`config.mk`:
```
export PLATFORM = sky130hd
export DESIGN_NAME = norm8_seq
export DESIGN_NICKNAME = d
export VERILOG_FILES = /design/src/rtl/norm8_seq.sv
export SDC_FILE = /design/constraint.sdc
export NUM_CORES = 1
export LEC_CHECK = 0
export BUFFER_PORTS_ARGS = -buffer_cell sky130_fd_sc_hd__buf_2
export CAP_MARGIN = 20
export CELL_PAD_IN_SITES_DETAIL_PLACEMENT = 0
export CELL_PAD_IN_SITES_GLOBAL_PLACEMENT = 1
export CORE_MARGIN = 4
export CORE_UTILIZATION = 38
export CTS_CLUSTER_DIAMETER = 30
export DETAILED_ROUTE_END_ITERATION = 7
export PLACE_DENSITY_LB_ADDON = 0.1
export SLEW_MARGIN = 20
export SYNTH_ARGS = -nofsm -noshare
export SYNTH_HDL_FRONTEND = slang
export SYNTH_SLANG_ARGS = --single-unit
```
`constraint.sdc`:
```
create_clock -name clk -period 1.8 [get_ports clk]
set_input_delay 0.27 -clock clk [delete_from_list [all_inputs] [get_ports clk]]
set_output_delay 0.27 -clock clk [all_outputs]
set_load 0.03 [all_outputs]
```
`src/rtl/norm8_seq.sv`:
```
// ---------------------------------------------------------------------------
// norm8_seq
//
// Sequential 8-bit normalizer. It finds how far an operand must be shifted so
// that its first set bit reaches the edge: bit 7 for left normalize, or bit 0
// for right normalize. It returns the normalized word and the shift amount.
// One single-bit logical shift is applied per clock, under a start/done
// handshake.
//
// Feeding shamt back into the barrel shifter with the opposite direction
// reconstructs the original operand.
//
// Ports:
//   clk    in   rising-edge clock
//   rst    in   asynchronous, active-high reset
//   start  in   request; accepted on a rising edge only while busy=0
//   din    in   [7:0] operand; captured on the accepting edge
//   dir    in   captured with din; 0 = left-normalize, 1 = right-normalize
//   busy   out  high from the accepting edge until the return to IDLE
//   done   out  one-cycle pulse; dout/shamt/zero are valid in this cycle
//   dout   out  [7:0] normalized word; holds until the next result
//   shamt  out  [2:0] number of single-bit shifts applied
//   zero   out  operand was 0x00
// ---------------------------------------------------------------------------
module norm8_seq (
    input  logic       clk,
    input  logic       rst,
    input  logic       start,
    input  logic [7:0] din,
    input  logic       dir,
    output logic       busy,
    output logic       done,
    output logic [7:0] dout,
    output logic [2:0] shamt,
    output logic       zero
);

    typedef enum logic [1:0] {
        S_IDLE  = 2'd0,
        S_SHIFT = 2'd1,
        S_DONE  = 2'd2
    } state_t;

    state_t     r_state;
    logic [7:0] r_work;
    logic [2:0] r_cnt;
    logic       r_dir;
    logic       r_busy;
    logic       r_done;
    logic [7:0] r_dout;
    logic [2:0] r_shamt;
    logic       r_zero;

    // The bit that must be set for the word to count as normalized.
    logic w_edge_bit;
    assign w_edge_bit = r_dir ? r_work[0] : r_work[7];

    always_ff @(posedge clk or posedge rst) begin
        if (rst) begin
            r_state <= S_IDLE;
            r_work  <= 8'h00;
            r_cnt   <= 3'd0;
            r_dir   <= 1'b0;
            r_busy  <= 1'b0;
            r_done  <= 1'b0;
            r_dout  <= 8'h00;
            r_shamt <= 3'd0;
            r_zero  <= 1'b0;
        end else begin
            case (r_state)
                S_IDLE: begin
                    r_done <= 1'b0;
                    if (start) begin
                        r_work  <= din;
                        r_dir   <= dir;
                        r_cnt   <= 3'd0;
                        r_busy  <= 1'b1;
                        r_state <= S_SHIFT;
                    end
                end

                S_SHIFT: begin
                    if (r_work == 8'h00) begin
                        // An empty operand has no bit to bring to the edge.
                        r_zero  <= 1'b1;
                        r_dout  <= 8'h00;
                        r_shamt <= 3'd0;
                        r_done  <= 1'b1;
                        r_state <= S_DONE;
                    end else if (w_edge_bit) begin
                        r_zero  <= 1'b0;
                        r_dout  <= r_work;
                        r_shamt <= r_cnt;
                        r_done  <= 1'b1;
                        r_state <= S_DONE;
                    end else begin
                        // A nonzero word reaches the edge within 7 shifts,
                        // so the 3-bit counter cannot wrap.
                        r_work <= r_dir ? {1'b0, r_work[7:1]} : {r_work[6:0], 1'b0};
                        r_cnt  <= r_cnt + 3'd1;
                    end
                end

                S_DONE: begin
                    r_done  <= 1'b0;
                    r_busy  <= 1'b0;
                    r_state <= S_IDLE;
                end

                default: begin
                    r_done  <= 1'b0;
                    r_busy  <= 1'b0;
                    r_state <= S_IDLE;
                end
            endcase
        end
    end

    assign busy  = r_busy;
    assign done  = r_done;
    assign dout  = r_dout;
    assign shamt = r_shamt;
    assign zero  = r_zero;

endmodule

```
==> results of run 1 <==
## cell usage after synthesis
library cell and instances:
sky130_fd_sc_hd__nor3b_1 1, sky130_fd_sc_hd__a21boi_2 1, sky130_fd_sc_hd__nor3_1 1, sky130_fd_sc_hd__a21oi_2 1
sky130_fd_sc_hd__o311ai_0 1, sky130_fd_sc_hd__nand2_1 12, sky130_fd_sc_hd__nor2_4 1, sky130_fd_sc_hd__mux2_2 10
sky130_fd_sc_hd__dfrtp_1 28, sky130_fd_sc_hd__ha_1 1, sky130_fd_sc_hd__a21oi_1 2, sky130_fd_sc_hd__nor4_1 2
sky130_fd_sc_hd__buf_6 2, sky130_fd_sc_hd__nor2_1 8, sky130_fd_sc_hd__mux2_4 7, sky130_fd_sc_hd__a21o_1 2
sky130_fd_sc_hd__inv_1 4, sky130_fd_sc_hd__clkbuf_1 3, sky130_fd_sc_hd__nand2b_1 2, sky130_fd_sc_hd__o21ai_0 11
sky130_fd_sc_hd__a32o_1 1, sky130_fd_sc_hd__mux2i_1 10
## final timing paths
path	startpoint	end	slack (ns)	depth (start not counted)
min in group asynchronous	rst	r_work[3]	0.52	4
max in group asynchronous	rst	r_cnt[1]	1.01	4
min reg2reg	dout[2]	dout[2]	0.52	1
max	r_work[7]	r_cnt[2]	0.05	7
min	dir	r_dir	0.17	2
max reg2reg	r_work[7]	r_cnt[2]	0.05	7
## flip-flops by register name (all words and copies together) (netlist names)
name,flops
busy,1
done,1
dout,8
r_cnt,3
r_dir,1
r_state,2
r_work,8
shamt,3
zero,1
## cells by family after synthesis
family / after synthesis / synth area share, %
AOI/OAI and AO/OA: 19 / 8.987
DFF: 28 / 52.98
adders and majority gates: 1 / 0.9459
and+or+nand+nor: 27 / 9.365
muxes: 27 / 24.03
buffers and inverters: 9 / 3.689
## layout make-up
type	instances	area, um2
clock buffer	4	36.28
fill	310	1582
inverter	4	15.01
multi-input combinational	74	630.6
sequential	28	700.7
tap	46	57.56
timing repair buffer	48	315.3
## layer usage
metal  global-route usage, %  vias up  share of wire, %
li1                        -      479                 -
met1                   19.62      498                46
met2                   22.15       17                49
met3                   2.192        2               3.5
met4                   6.835        0              0.80
met5                       0        -                 0
## what timing repair did
action | 4_1_cts | 5_1_grt
pin swaps | 0 | 3
hold buffers | 1 | 0
endpoints found under the setup margin | 7 | 15
hold endpoints to repair | 28 | 0
setup buffers | 0 | 3
gates resized for setup | 1 | 15
## critical path: stages, from the launching register on
cell and delay, ns:
sky130_fd_sc_hd__dfrtp_1 0.43, sky130_fd_sc_hd__buf_4 0.16, sky130_fd_sc_hd__mux2i_1 0.19, sky130_fd_sc_hd__a21boi_4 0.25, sky130_fd_sc_hd__buf_6 0.14, sky130_fd_sc_hd__buf_4 0.11, sky130_fd_sc_hd__nand2_1 0.04, sky130_fd_sc_hd__o311ai_0 0.30
## power groups by stage
stage                     combinational, W  sequential, W  clock (W)
after global routing               0.00258        0.00118   0.000347
after detailed placement           0.00211        0.00113          0
after global placement             0.00209        0.00113          0
after CTS                          0.00216        0.00112   0.000321
final                              0.00240        0.00114   0.000311
after floorplan                    0.00116        0.00141          0
## stage by stage
stage / hold slack (ns) / setup slack, ns
floorplan: 0.3354 / 0.04532
global placement: 0.3497 / 0.03287
detailed placement: 0.3556 / 0.04349
CTS: 0.1536 / 0.01178
global route: 0.1578 / -0.009928
finish: 0.1693 / 0.05134
==> metrics.txt, run 1 <==
# TYPE chip_impl_metric gauge
chip_impl_info{name="synth_area_leader_cell",value="sky130_fd_sc_hd__dfrtp_1"} 1
chip_impl_metric{name="power.leakage",unit="nW"} 0.8923
chip_impl_metric{name="timing.final.crit_share",unit="%"} 97.15
chip_impl_metric{name="power.clock.fraction",unit="%"} 8.1
chip_impl_metric{name="synth_sequential_area_ratio",unit="%"} 52.98
chip_impl_metric{name="area.growth.synth_to_final",unit="%"} 32.73
chip_impl_metric{name="total_power",unit="W"} 0.003843
chip_impl_metric{name="clock_sink_count",unit=""} 28
chip_impl_metric{name="drtPass1Iterations",unit=""} 4
chip_impl_metric{name="fin_skew",unit="ns"} 0.009351
chip_impl_metric{name="finalInstanceArea",unit="mm2"} 0.001755
chip_impl_info{name="worstSetupEndpointType",value="register"} 1
chip_impl_metric{name="clock_input_transition_at_the_sequential_cells_of_the_worst_setup_and_hold_paths",unit="ns"} 0.16
chip_impl_metric{name="maxSlewViolCount",unit=""} 0
chip_impl_info{name="grt_setup_unrepaired",value="true"} 1
chip_impl_metric{name="cell_internal_pwr",unit="W"} 0.002306
chip_impl_info{name="worst_setup_path_type",value="reg -> reg"} 1
chip_impl_metric{name="gr-usage-all-layers",unit="%"} 14.38
chip_impl_metric{name="hold_violations",unit=""} 0
chip_impl_metric{name="hpwl",unit="um"} 2111
chip_impl_metric{name="yosys_register_bits",unit=""} 28
chip_impl_metric{name="period_needed",unit="ns"} 1.749
chip_impl_metric{name="setup_viol",unit=""} 0
chip_impl_info{name="run_status",value="finished clean"} 1
chip_impl_metric{name="synth_cell_types",unit=""} 22
chip_impl_metric{name="grt_max_degree",unit=""} 29
chip_impl_info{name="cts_tree",value="done"} 1
chip_impl_metric{name="die_area",unit="mm2"} 0.004488
chip_impl_metric{name="syn_nets",unit=""} 124
chip_impl_metric{name="max_cap_viol_count",unit=""} 0
chip_impl_metric{name="cts.path.max_buffers",unit=""} 2
chip_impl_metric{name="yosys.area.top_type_share",unit="%"} 52.98
chip_impl_metric{name="wl_per_cell",unit="um"} 14.15
chip_impl_metric{name="irDropWorstVdd",unit="mV"} 0.7572
chip_impl_metric{name="layout_cell_share_with_drive_strength_beyond_1",unit="%"} 46.20
chip_impl_metric{name="die_y",unit="um"} 67.00
chip_impl_info{name="yosys-top-cells-area",value="sky130_fd_sc_hd__dfrtp_1, sky130_fd_sc_hd__mux2_2, sky130_fd_sc_hd__mux2_4, sky130_fd_sc_hd__mux2i_1, sky130_fd_sc_hd__o21ai_0"} 1
chip_impl_metric{name="dpl_cell_area",unit="mm2"} 0.001614
chip_impl_metric{name="netSwitchingPower",unit="W"} 0.001537
chip_impl_metric{name="netlist_area",unit="mm2"} 0.001323
chip_impl_info{name="critical_path.startpoint_type",value="register"} 1
chip_impl_metric{name="share_comb_of_total_power",unit="%"} 62.3
chip_impl_info{name="most_common_cell_after_layout_fill_and_taps_aside",value="sky130_fd_sc_hd__dfrtp_1"} 1
chip_impl_metric{name="detail_route.vias_per_cell",unit=""} 4.882
chip_impl_metric{name="cp_data_required_time",unit="ns"} 2.01
chip_impl_metric{name="n_antenna_cell",unit=""} 0
chip_impl_metric{name="detailroute.via_count",unit=""} 996
chip_impl_metric{name="floorplan.rows",unit=""} 21
chip_impl_metric{name="drt_iter0_drc",unit=""} 55
chip_impl_info{name="hold_path.class",value="in -> reg"} 1
chip_impl_metric{name="dpl.cell_count",unit=""} 196
chip_impl_metric{name="seqPwrFrac",unit="%"} 29.6
chip_impl_metric{name="postLayoutCoreUtil",unit="%"} 52.61
chip_impl_metric{name="total_cts_buffers",unit=""} 3
chip_impl_metric{name="grt_antenna_before_repair",unit=""} 0
chip_impl_metric{name="fp.dieW",unit="um"} 67.00
chip_impl_metric{name="clkLatencyLatePin",unit="ns"} 0.33
chip_impl_metric{name="placeableCoreArea",unit="mm2"} 0.003337
chip_impl_metric{name="postSynthAreaPerCell",unit="um2"} 11.91
chip_impl_metric{name="design.portCount",unit=""} 26
chip_impl_metric{name="floorplan.initialDensity",unit="%"} 39.63
chip_impl_metric{name="setup_tns",unit="ns"} 0
chip_impl_metric{name="synth-warning-count",unit=""} 0
chip_impl_metric{name="globalplace.congestion",unit=""} 0.7487
chip_impl_metric{name="syn_inst",unit=""} 111
chip_impl_info{name="most-common-layout-cells",value="sky130_fd_sc_hd__dfrtp_1, sky130_fd_sc_hd__buf_2, sky130_fd_sc_hd__buf_4"} 1
chip_impl_metric{name="placement.io_buffers",unit=""} 25
chip_impl_metric{name="slew_headroom",unit="%"} 66.21
chip_impl_metric{name="grt_pass1_wl",unit="um"} 4802
chip_impl_metric{name="instances_no_fill",unit=""} 204
chip_impl_metric{name="first_global_vias",unit=""} 979
chip_impl_metric{name="path_max_fanout",unit=""} 4
chip_impl_metric{name="worst-endpoint-arrival",unit="ns"} 1.96
chip_impl_metric{name="worst_slew_pin_slew",unit="ns"} 0.5030
chip_impl_info{name="ctsRootBufferMaster",value="sky130_fd_sc_hd__clkbuf_4"} 1
chip_impl_metric{name="p_sw_share",unit="%"} 39.99
chip_impl_metric{name="drt-total-wl",unit="um"} 2886
chip_impl_metric{name="final_antenna_net_count",unit=""} 0
chip_impl_metric{name="drc_errors",unit=""} 0
chip_impl_metric{name="ctsHtreeMaxLevel",unit=""} 1
chip_impl_metric{name="grt_overflow",unit=""} 0
chip_impl_metric{name="nNetsFinal",unit=""} 172
chip_impl_metric{name="fmaxAchievable",unit="MHz"} 571.9
chip_impl_metric{name="power_per_cell_area",unit="mW/mm2"} 2189
No activity file was read; power rests on OpenSTA's default activity.
==> run 2, diff against run 1 <==
--- a/config.mk
+++ b/config.mk
@@ -10,10 +10,10 @@
 export CELL_PAD_IN_SITES_DETAIL_PLACEMENT = 0
 export CELL_PAD_IN_SITES_GLOBAL_PLACEMENT = 1
 export CORE_MARGIN = 4
-export CORE_UTILIZATION = 38
+export CORE_UTILIZATION = 42
 export CTS_CLUSTER_DIAMETER = 30
 export DETAILED_ROUTE_END_ITERATION = 7
-export PLACE_DENSITY_LB_ADDON = 0.1
+export PLACE_DENSITY = 0.79
 export SLEW_MARGIN = 20
 export SYNTH_ARGS = -nofsm -noshare
 export SYNTH_HDL_FRONTEND = slang
==> constraint.sdc (replaced) <==
create_clock -name clk -period 1.7 [get_ports clk]
set_input_delay 0.255 -clock clk [delete_from_list [all_inputs] [get_ports clk]]
set_output_delay 0.255 -clock clk [all_outputs]
set_load 0.03 [all_outputs]
==> run 2 against run 1 <==
  * The run now ends with setup timing left
  * Global-route usage increased by 0.68 points
  * Sequential power increased by 8%
  * Sequential share of layout area decreased by 1.1 points
  * Highest routed layer is now met3
  * Clock skew decreased by 0.0062 ns
  * Wire length increased by 1.9%
  * Cell count decreased by 1.5%
  * Core utilization increased by 7.2 points
==> metrics.txt, run 2 (same netlist as run 1, synthesis figures left out) <==
# TYPE chip_impl_metric gauge
chip_impl_metric{name="maxSlewViolCount",unit=""} 0
chip_impl_metric{name="power.leakage",unit="nW"} 0.8963
chip_impl_info{name="most_common_cell_after_layout_fill_and_taps_aside",value="sky130_fd_sc_hd__dfrtp_1"} 1
chip_impl_info{name="run_status",value="finished, violations left"} 1
chip_impl_metric{name="period_needed",unit="ns"} 1.736
chip_impl_metric{name="hpwl",unit="um"} 2028
chip_impl_metric{name="area.growth.synth_to_final",unit="%"} 36.90
chip_impl_info{name="r2r-end",value="dout[0]"} 1
chip_impl_metric{name="worst-endpoint-arrival",unit="ns"} 1.97
chip_impl_metric{name="die_y",unit="um"} 64.12
chip_impl_metric{name="multiInputGateArea",unit="um2"} 689.4
chip_impl_info{name="worst_setup_path_type",value="reg -> reg"} 1
chip_impl_metric{name="fmaxAchievable",unit="MHz"} 576.2
chip_impl_metric{name="floorplan.rows",unit=""} 20
chip_impl_metric{name="final_antenna_net_count",unit=""} 0
chip_impl_metric{name="num-fill-cells",unit=""} 259
chip_impl_info{name="violated_checks",value="setup timing"} 1
chip_impl_info{name="rr_startpoint",value="r_work[0]"} 1
chip_impl_info{name="most-common-layout-cells",value="sky130_fd_sc_hd__dfrtp_1, sky130_fd_sc_hd__buf_2, sky130_fd_sc_hd__mux2_4, sky130_fd_sc_hd__buf_4, sky130_fd_sc_hd__nand2_1"} 1
chip_impl_info{name="grt_setup_unrepaired",value="true"} 1
chip_impl_info{name="worstSetupEndpointType",value="register"} 1
chip_impl_metric{name="nNetsFinal",unit=""} 171
chip_impl_metric{name="die_area",unit="mm2"} 0.004111
chip_impl_metric{name="globalplace.congestion",unit=""} 0.7697
chip_impl_metric{name="placeableCoreArea",unit="mm2"} 0.003028
chip_impl_metric{name="post-route-worst-setup-slack",unit="ns"} -0.03562
chip_impl_metric{name="wl_per_cell",unit="um"} 14.64
chip_impl_metric{name="setup_tns",unit="ns"} -0.1611
chip_impl_metric{name="share_comb_of_total_power",unit="%"} 63.1
chip_impl_metric{name="placement.io_buffers",unit=""} 25
chip_impl_metric{name="fp.dieW",unit="um"} 64.12
chip_impl_metric{name="max_cap_viol_count",unit=""} 0
chip_impl_metric{name="regToRegSetupSlack",unit="ns"} -0.04
chip_impl_metric{name="detail_route.vias_per_cell",unit=""} 4.891
chip_impl_metric{name="worst_slew_pin_slew",unit="ns"} 0.4699
chip_impl_metric{name="cp_data_required_time",unit="ns"} 1.93
chip_impl_metric{name="irDropWorstVdd",unit="mV"} 1.014
chip_impl_metric{name="design.portCount",unit=""} 26
chip_impl_info{name="timing.critical_path.to",value="dout[0]"} 1
chip_impl_metric{name="clkLatencyLatePin",unit="ns"} 0.33
chip_impl_metric{name="setup_viol",unit=""} 5
chip_impl_metric{name="clock_sink_count",unit=""} 28
chip_impl_metric{name="seqPwrFrac",unit="%"} 29.0
chip_impl_metric{name="cts.path.max_buffers",unit=""} 2
chip_impl_metric{name="ctsHtreeMaxLevel",unit=""} 1
chip_impl_metric{name="n_antenna_cell",unit=""} 0
chip_impl_metric{name="grt_antenna_before_repair",unit=""} 0
chip_impl_metric{name="power_per_cell_area",unit="mW/mm2"} 2344
chip_impl_metric{name="drc_errors",unit=""} 0
chip_impl_info{name="critical_path.startpoint_type",value="register"} 1
chip_impl_metric{name="drt_iter0_drc",unit=""} 60
chip_impl_info{name="hold_path.class",value="in -> reg"} 1
chip_impl_metric{name="regArea",unit="um2"} 701.9
chip_impl_metric{name="slew_headroom",unit="%"} 68.44
chip_impl_metric{name="total_power",unit="W"} 0.004244
chip_impl_metric{name="hold_violations",unit=""} 0
chip_impl_metric{name="reg2reg_depth",unit=""} 5
chip_impl_info{name="ctsRootBufferMaster",value="sky130_fd_sc_hd__clkbuf_4"} 1
chip_impl_metric{name="netSwitchingPower",unit="W"} 0.001738
chip_impl_metric{name="floorplan.initialDensity",unit="%"} 43.68
chip_impl_metric{name="total_cts_buffers",unit=""} 3
chip_impl_metric{name="power.clock.fraction",unit="%"} 7.8
chip_impl_metric{name="detailroute.via_count",unit=""} 983
chip_impl_metric{name="clock_input_transition_at_the_sequential_cells_of_the_worst_setup_and_hold_paths",unit="ns"} 0.16
chip_impl_metric{name="grt_pass1_wl",unit="um"} 4892
chip_impl_metric{name="gr-usage-all-layers",unit="%"} 15.06
chip_impl_metric{name="drt-total-wl",unit="um"} 2942
chip_impl_metric{name="cell_internal_pwr",unit="W"} 0.002506
chip_impl_metric{name="drtPass1Iterations",unit=""} 4
chip_impl_metric{name="path_max_fanout",unit=""} 5
chip_impl_metric{name="timing.final.crit_share",unit="%"} 102.1
chip_impl_metric{name="p_sw_share",unit="%"} 40.95
chip_impl_metric{name="dp_worst_setup_slack",unit="ns"} -0.06164
chip_impl_info{name="cts_tree",value="done"} 1
chip_impl_metric{name="grt_overflow",unit=""} 0
chip_impl_metric{name="grt_max_degree",unit=""} 29
chip_impl_info{name="critPathLaunch",value="r_work[0]"} 1
chip_impl_metric{name="layout_cell_share_with_drive_strength_beyond_1",unit="%"} 49.68
chip_impl_metric{name="fin_skew",unit="ns"} 0.003139
chip_impl_metric{name="first_global_vias",unit=""} 1019
run 2: per-stage QoR:
step | hold slack, ns | instances | cell area (um2) | utilization [%]
2_1_floorplan | 0.3204 | 111 | 1360 | -
3_3_place_gp | 0.3336 | 193 | 1654 | 54.63
3_5_place_dp | 0.3357 | 193 | 1654 | 54.63
4_1_cts | 0.1514 | 199 | 1723 | 56.90
5_1_grt | 0.1287 | 201 | 1810 | 59.79
6_report | 0.1457 | 201 | 1810 | 59.79
run 2: worst min path at each step:
stage,start,end,slack (ns),cells past startpoint
CTS,dir,r_dir,0.15,2
global route,dir,r_dir,0.13,2
global placement,rst,shamt[2],0.33,3
detailed placement,rst,dout[4],0.34,3
finish,dir,r_dir,0.15,2
floorplan,rst,busy,0.32,1
run 2: area by class of cell:
type | instances | area share (%)
Timing Repair Buffer | 46 | 17.28
Clock buffer | 4 | 2.004
Tap cell | 44 | 3.041
Multi-Input combinational cell | 75 | 38.08
Inverter | 4 | 0.8293
Sequential cell | 28 | 38.77
run 2: critical path, cell delays in order, from the launching register on:
cell and delay [ns]:
sky130_fd_sc_hd__dfrtp_2 0.47, sky130_fd_sc_hd__nor4_4 0.36, sky130_fd_sc_hd__a21boi_4 0.11, sky130_fd_sc_hd__buf_6 0.15, sky130_fd_sc_hd__nor2_4 0.23, sky130_fd_sc_hd__mux2_4 0.33
run 2: what timing repair did:
item                                    CTS  global route
resized for setup                         5            17
endpoints found under the setup margin   16            21
hold buffers                              1             0
endpoints found under the hold margin    28             0
setup buffers                             0             2
gates cloned                              1             0
pin swaps                                 2             5
run 2: power groups by stage:
stage / clock network, W / registers, W / logic, W
2_1_floorplan: 0 / 0.00154 / 0.00127
3_3_place_gp: 0 / 0.00122 / 0.00229
3_5_place_dp: 0 / 0.00123 / 0.00234
4_1_cts: 0.000329 / 0.00122 / 0.00244
5_1_grt: 0.000366 / 0.00127 / 0.00288
6_report: 0.000333 / 0.00123 / 0.00268
run 2: routing by layer:
metal | wire length (um) | global-route usage [%]
met1 | 1448 | 21.08
met2 | 1405 | 24.90
met3 | 88 | 2.636
met4 | 0 | 2.375
met5 | 0 | 0
==> run 3, diff against run 2 <==
--- a/config.mk
+++ b/config.mk
@@ -10,10 +10,11 @@
 export CELL_PAD_IN_SITES_DETAIL_PLACEMENT = 0
 export CELL_PAD_IN_SITES_GLOBAL_PLACEMENT = 1
 export CORE_MARGIN = 4
-export CORE_UTILIZATION = 42
+export CORE_UTILIZATION = 44
+export CTS_BUF_LIST = sky130_fd_sc_hd__clkbuf_8
 export CTS_CLUSTER_DIAMETER = 30
 export DETAILED_ROUTE_END_ITERATION = 7
-export PLACE_DENSITY = 0.79
+export PLACE_DENSITY = 0.82
 export SLEW_MARGIN = 20
 export SYNTH_ARGS = -nofsm -noshare
 export SYNTH_HDL_FRONTEND = slang
==> run 3 against run 2 <==
  * The run still ends with setup timing left
  * Cell count shrank 5.5%
  * Final area down 1.2%
  * Core utilization grew 3.9 points
  * First-iteration DRC count decreased by 37%
  * Sequential share of layout area is 0.42 points higher
  * Critical endpoint is now dout[1]
  * Largest cell class unchanged
==> metrics.txt, run 3 (same netlist as run 1, synthesis figures left out) <==
# TYPE chip_impl_metric gauge
chip_impl_info{name="grt_setup_unrepaired",value="true"} 1
chip_impl_metric{name="grt_overflow",unit=""} 0
chip_impl_metric{name="regArea",unit="um2"} 700.7
chip_impl_info{name="cts_tree",value="done"} 1
chip_impl_metric{name="fmaxAchievable",unit="MHz"} 568.9
chip_impl_metric{name="hold_slack",unit="ns"} 0.02938
chip_impl_metric{name="globalplace.congestion",unit=""} 0.7444
chip_impl_metric{name="detailroute.via_count",unit=""} 983
chip_impl_metric{name="first_global_vias",unit=""} 1079
chip_impl_metric{name="post-route-worst-setup-slack",unit="ns"} -0.05768
chip_impl_metric{name="cts.path.max_buffers",unit=""} 2
chip_impl_metric{name="clkLatencyLatePin",unit="ns"} 0.27
chip_impl_metric{name="die_area",unit="mm2"} 0.003947
chip_impl_metric{name="grt_pass1_wl",unit="um"} 5119
chip_impl_metric{name="num-fill-cells",unit=""} 212
chip_impl_info{name="ctsRootBufferMaster",value="sky130_fd_sc_hd__clkbuf_8"} 1
chip_impl_metric{name="gr-usage-all-layers",unit="%"} 16.32
chip_impl_metric{name="detail_route.vias_per_cell",unit=""} 5.174
chip_impl_metric{name="clock_sink_count",unit=""} 28
chip_impl_metric{name="hpwl",unit="um"} 2182
chip_impl_metric{name="path_max_fanout",unit=""} 5
chip_impl_metric{name="area.growth.synth_to_final",unit="%"} 35.19
chip_impl_metric{name="finalInstanceArea",unit="mm2"} 0.001788
chip_impl_metric{name="wl_per_cell",unit="um"} 16.08
chip_impl_metric{name="dpl_cell_area",unit="mm2"} 0.001633
chip_impl_metric{name="drt_iter0_drc",unit=""} 38
chip_impl_metric{name="clock_input_transition_at_the_sequential_cells_of_the_worst_setup_and_hold_paths",unit="ns"} 0.09
chip_impl_metric{name="die_y",unit="um"} 62.83
chip_impl_info{name="worstSetupEndpointType",value="register"} 1
chip_impl_metric{name="drc_errors",unit=""} 0
chip_impl_metric{name="ctsHtreeMaxLevel",unit=""} 1
chip_impl_metric{name="n_antenna_cell",unit=""} 0
chip_impl_metric{name="drt-total-wl",unit="um"} 3056
chip_impl_metric{name="hold_buffers",unit=""} 0
chip_impl_info{name="violated_checks",value="setup timing"} 1
chip_impl_metric{name="irDropWorstVdd",unit="mV"} 1.185
chip_impl_metric{name="period_needed",unit="ns"} 1.758
chip_impl_metric{name="floorplan.rows",unit=""} 19
chip_impl_info{name="worst_setup_path_type",value="reg -> reg"} 1
chip_impl_metric{name="layout_cell_share_with_drive_strength_beyond_1",unit="%"} 47.80
chip_impl_metric{name="drtPass1Iterations",unit=""} 4
chip_impl_metric{name="timing.final.crit_share",unit="%"} 103.4
chip_impl_metric{name="worst_slew_pin_slew",unit="ns"} 0.4633
chip_impl_metric{name="fin_skew",unit="ns"} 0.004988
chip_impl_metric{name="placeableCoreArea",unit="mm2"} 0.002805
chip_impl_metric{name="nNetsFinal",unit=""} 174
chip_impl_metric{name="grt_antenna_before_repair",unit=""} 0
chip_impl_metric{name="floorplan.initialDensity",unit="%"} 47.15
chip_impl_metric{name="final_antenna_net_count",unit=""} 0
chip_impl_metric{name="power.leakage",unit="nW"} 0.9086
chip_impl_metric{name="dp_worst_setup_slack",unit="ns"} -0.009802
chip_impl_metric{name="multiInputGateArea",unit="um2"} 660.6
chip_impl_info{name="most-common-layout-cells",value="sky130_fd_sc_hd__dfrtp_1, sky130_fd_sc_hd__buf_2, sky130_fd_sc_hd__buf_4"} 1
chip_impl_metric{name="setup_viol",unit=""} 8
chip_impl_metric{name="fp.dieW",unit="um"} 62.83
chip_impl_metric{name="maxSlewViolCount",unit=""} 0
chip_impl_info{name="most_common_cell_after_layout_fill_and_taps_aside",value="sky130_fd_sc_hd__dfrtp_1"} 1
chip_impl_metric{name="grt_max_degree",unit=""} 29
chip_impl_metric{name="max_cap_viol_count",unit=""} 0
chip_impl_metric{name="power_per_cell_area",unit="mW/mm2"} 2391
chip_impl_metric{name="slew_headroom",unit="%"} 68.87
chip_impl_metric{name="total_cts_buffers",unit=""} 3
chip_impl_info{name="critical_path.startpoint_type",value="register"} 1
chip_impl_info{name="run_status",value="finished, violations left"} 1
chip_impl_metric{name="hold_violations",unit=""} 0
chip_impl_metric{name="design.portCount",unit=""} 26
chip_impl_metric{name="reg2reg_depth",unit=""} 6
chip_impl_metric{name="worst-endpoint-arrival",unit="ns"} 1.92
chip_impl_metric{name="placement.io_buffers",unit=""} 25
chip_impl_metric{name="total_power",unit="W"} 0.004275
chip_impl_metric{name="cp_data_required_time",unit="ns"} 1.87
chip_impl_info{name="hold_path.class",value="in -> async"} 1
[run 3: changes by cell type in the layout (fill, tap and decap cells not counted), sizes merged]
cell         change
buf              +5
clkbuf           -1
dlygate4sd3      -1
nor2             -1
[run 3: worst max-delay path, cell delays in order (launching register included)]
cell and delay (ns):
sky130_fd_sc_hd__dfrtp_1 0.42, sky130_fd_sc_hd__nor4_4 0.39, sky130_fd_sc_hd__a21boi_4 0.12, sky130_fd_sc_hd__buf_6 0.14
sky130_fd_sc_hd__nor2_4 0.13, sky130_fd_sc_hd__buf_6 0.15, sky130_fd_sc_hd__mux2_4 0.30
[run 3: cell type report]
type	instances	area share (%)
repair buffers	50	18.54
flip-flops and latches	28	39.19
multi-input cells	74	36.95
well taps	31	2.169
inverters	4	0.8398
clock buffers	3	2.309
[run 3: final timing paths]
check / start / end / slack [ns]
worst max-delay path: r_work[3] / dout[1] / -0.06
worst min-delay path: rst / done / 0.03
worst max register to register: r_work[3] / dout[1] / -0.06
min in group clk: dir / r_dir / 0.21
max in group asynchronous: rst / r_cnt[1] / 1.40
worst min register to register: busy / busy / 0.50
[run 3: where the power goes]
group	internal (W)	leakage [nW]	switching [W]	total, W
combinational	0.00141	0.538	0.00129	0.00269
clock	0.000159	0.0216	0.000194	0.000353
sequential	0.000982	0.349	0.000246	0.00123
total	0.00255	0.909	0.00173	0.00427
[run 3: timing repair]
item	in CTS	in global routing
setup buffers	1	5
pin swaps	2	4
gates resized for setup	4	13
setup endpoints to repair	16	17
hold endpoints to repair	0	0
[run 3: per-layer routing]
layer,up-vias,GRT usage (%),wire length (um)
met1,471,20.59,1385
met2,25,26.36,1495
li1,481,-,-
met5,-,0,0
met4,0,8.264,49
met3,6,3.417,125
[run 3: per-stage QoR]
step / TNS (ns) / utilization [%] / instances
2_1_floorplan: 0 / - / 111
3_3_place_gp: 0 / 58.21 / 181
3_5_place_dp: -0.01736 / 58.21 / 181
4_1_cts: -0.2100 / 60.35 / 185
5_1_grt: -1.487 / 63.74 / 190
6_report: -0.4093 / 63.74 / 190
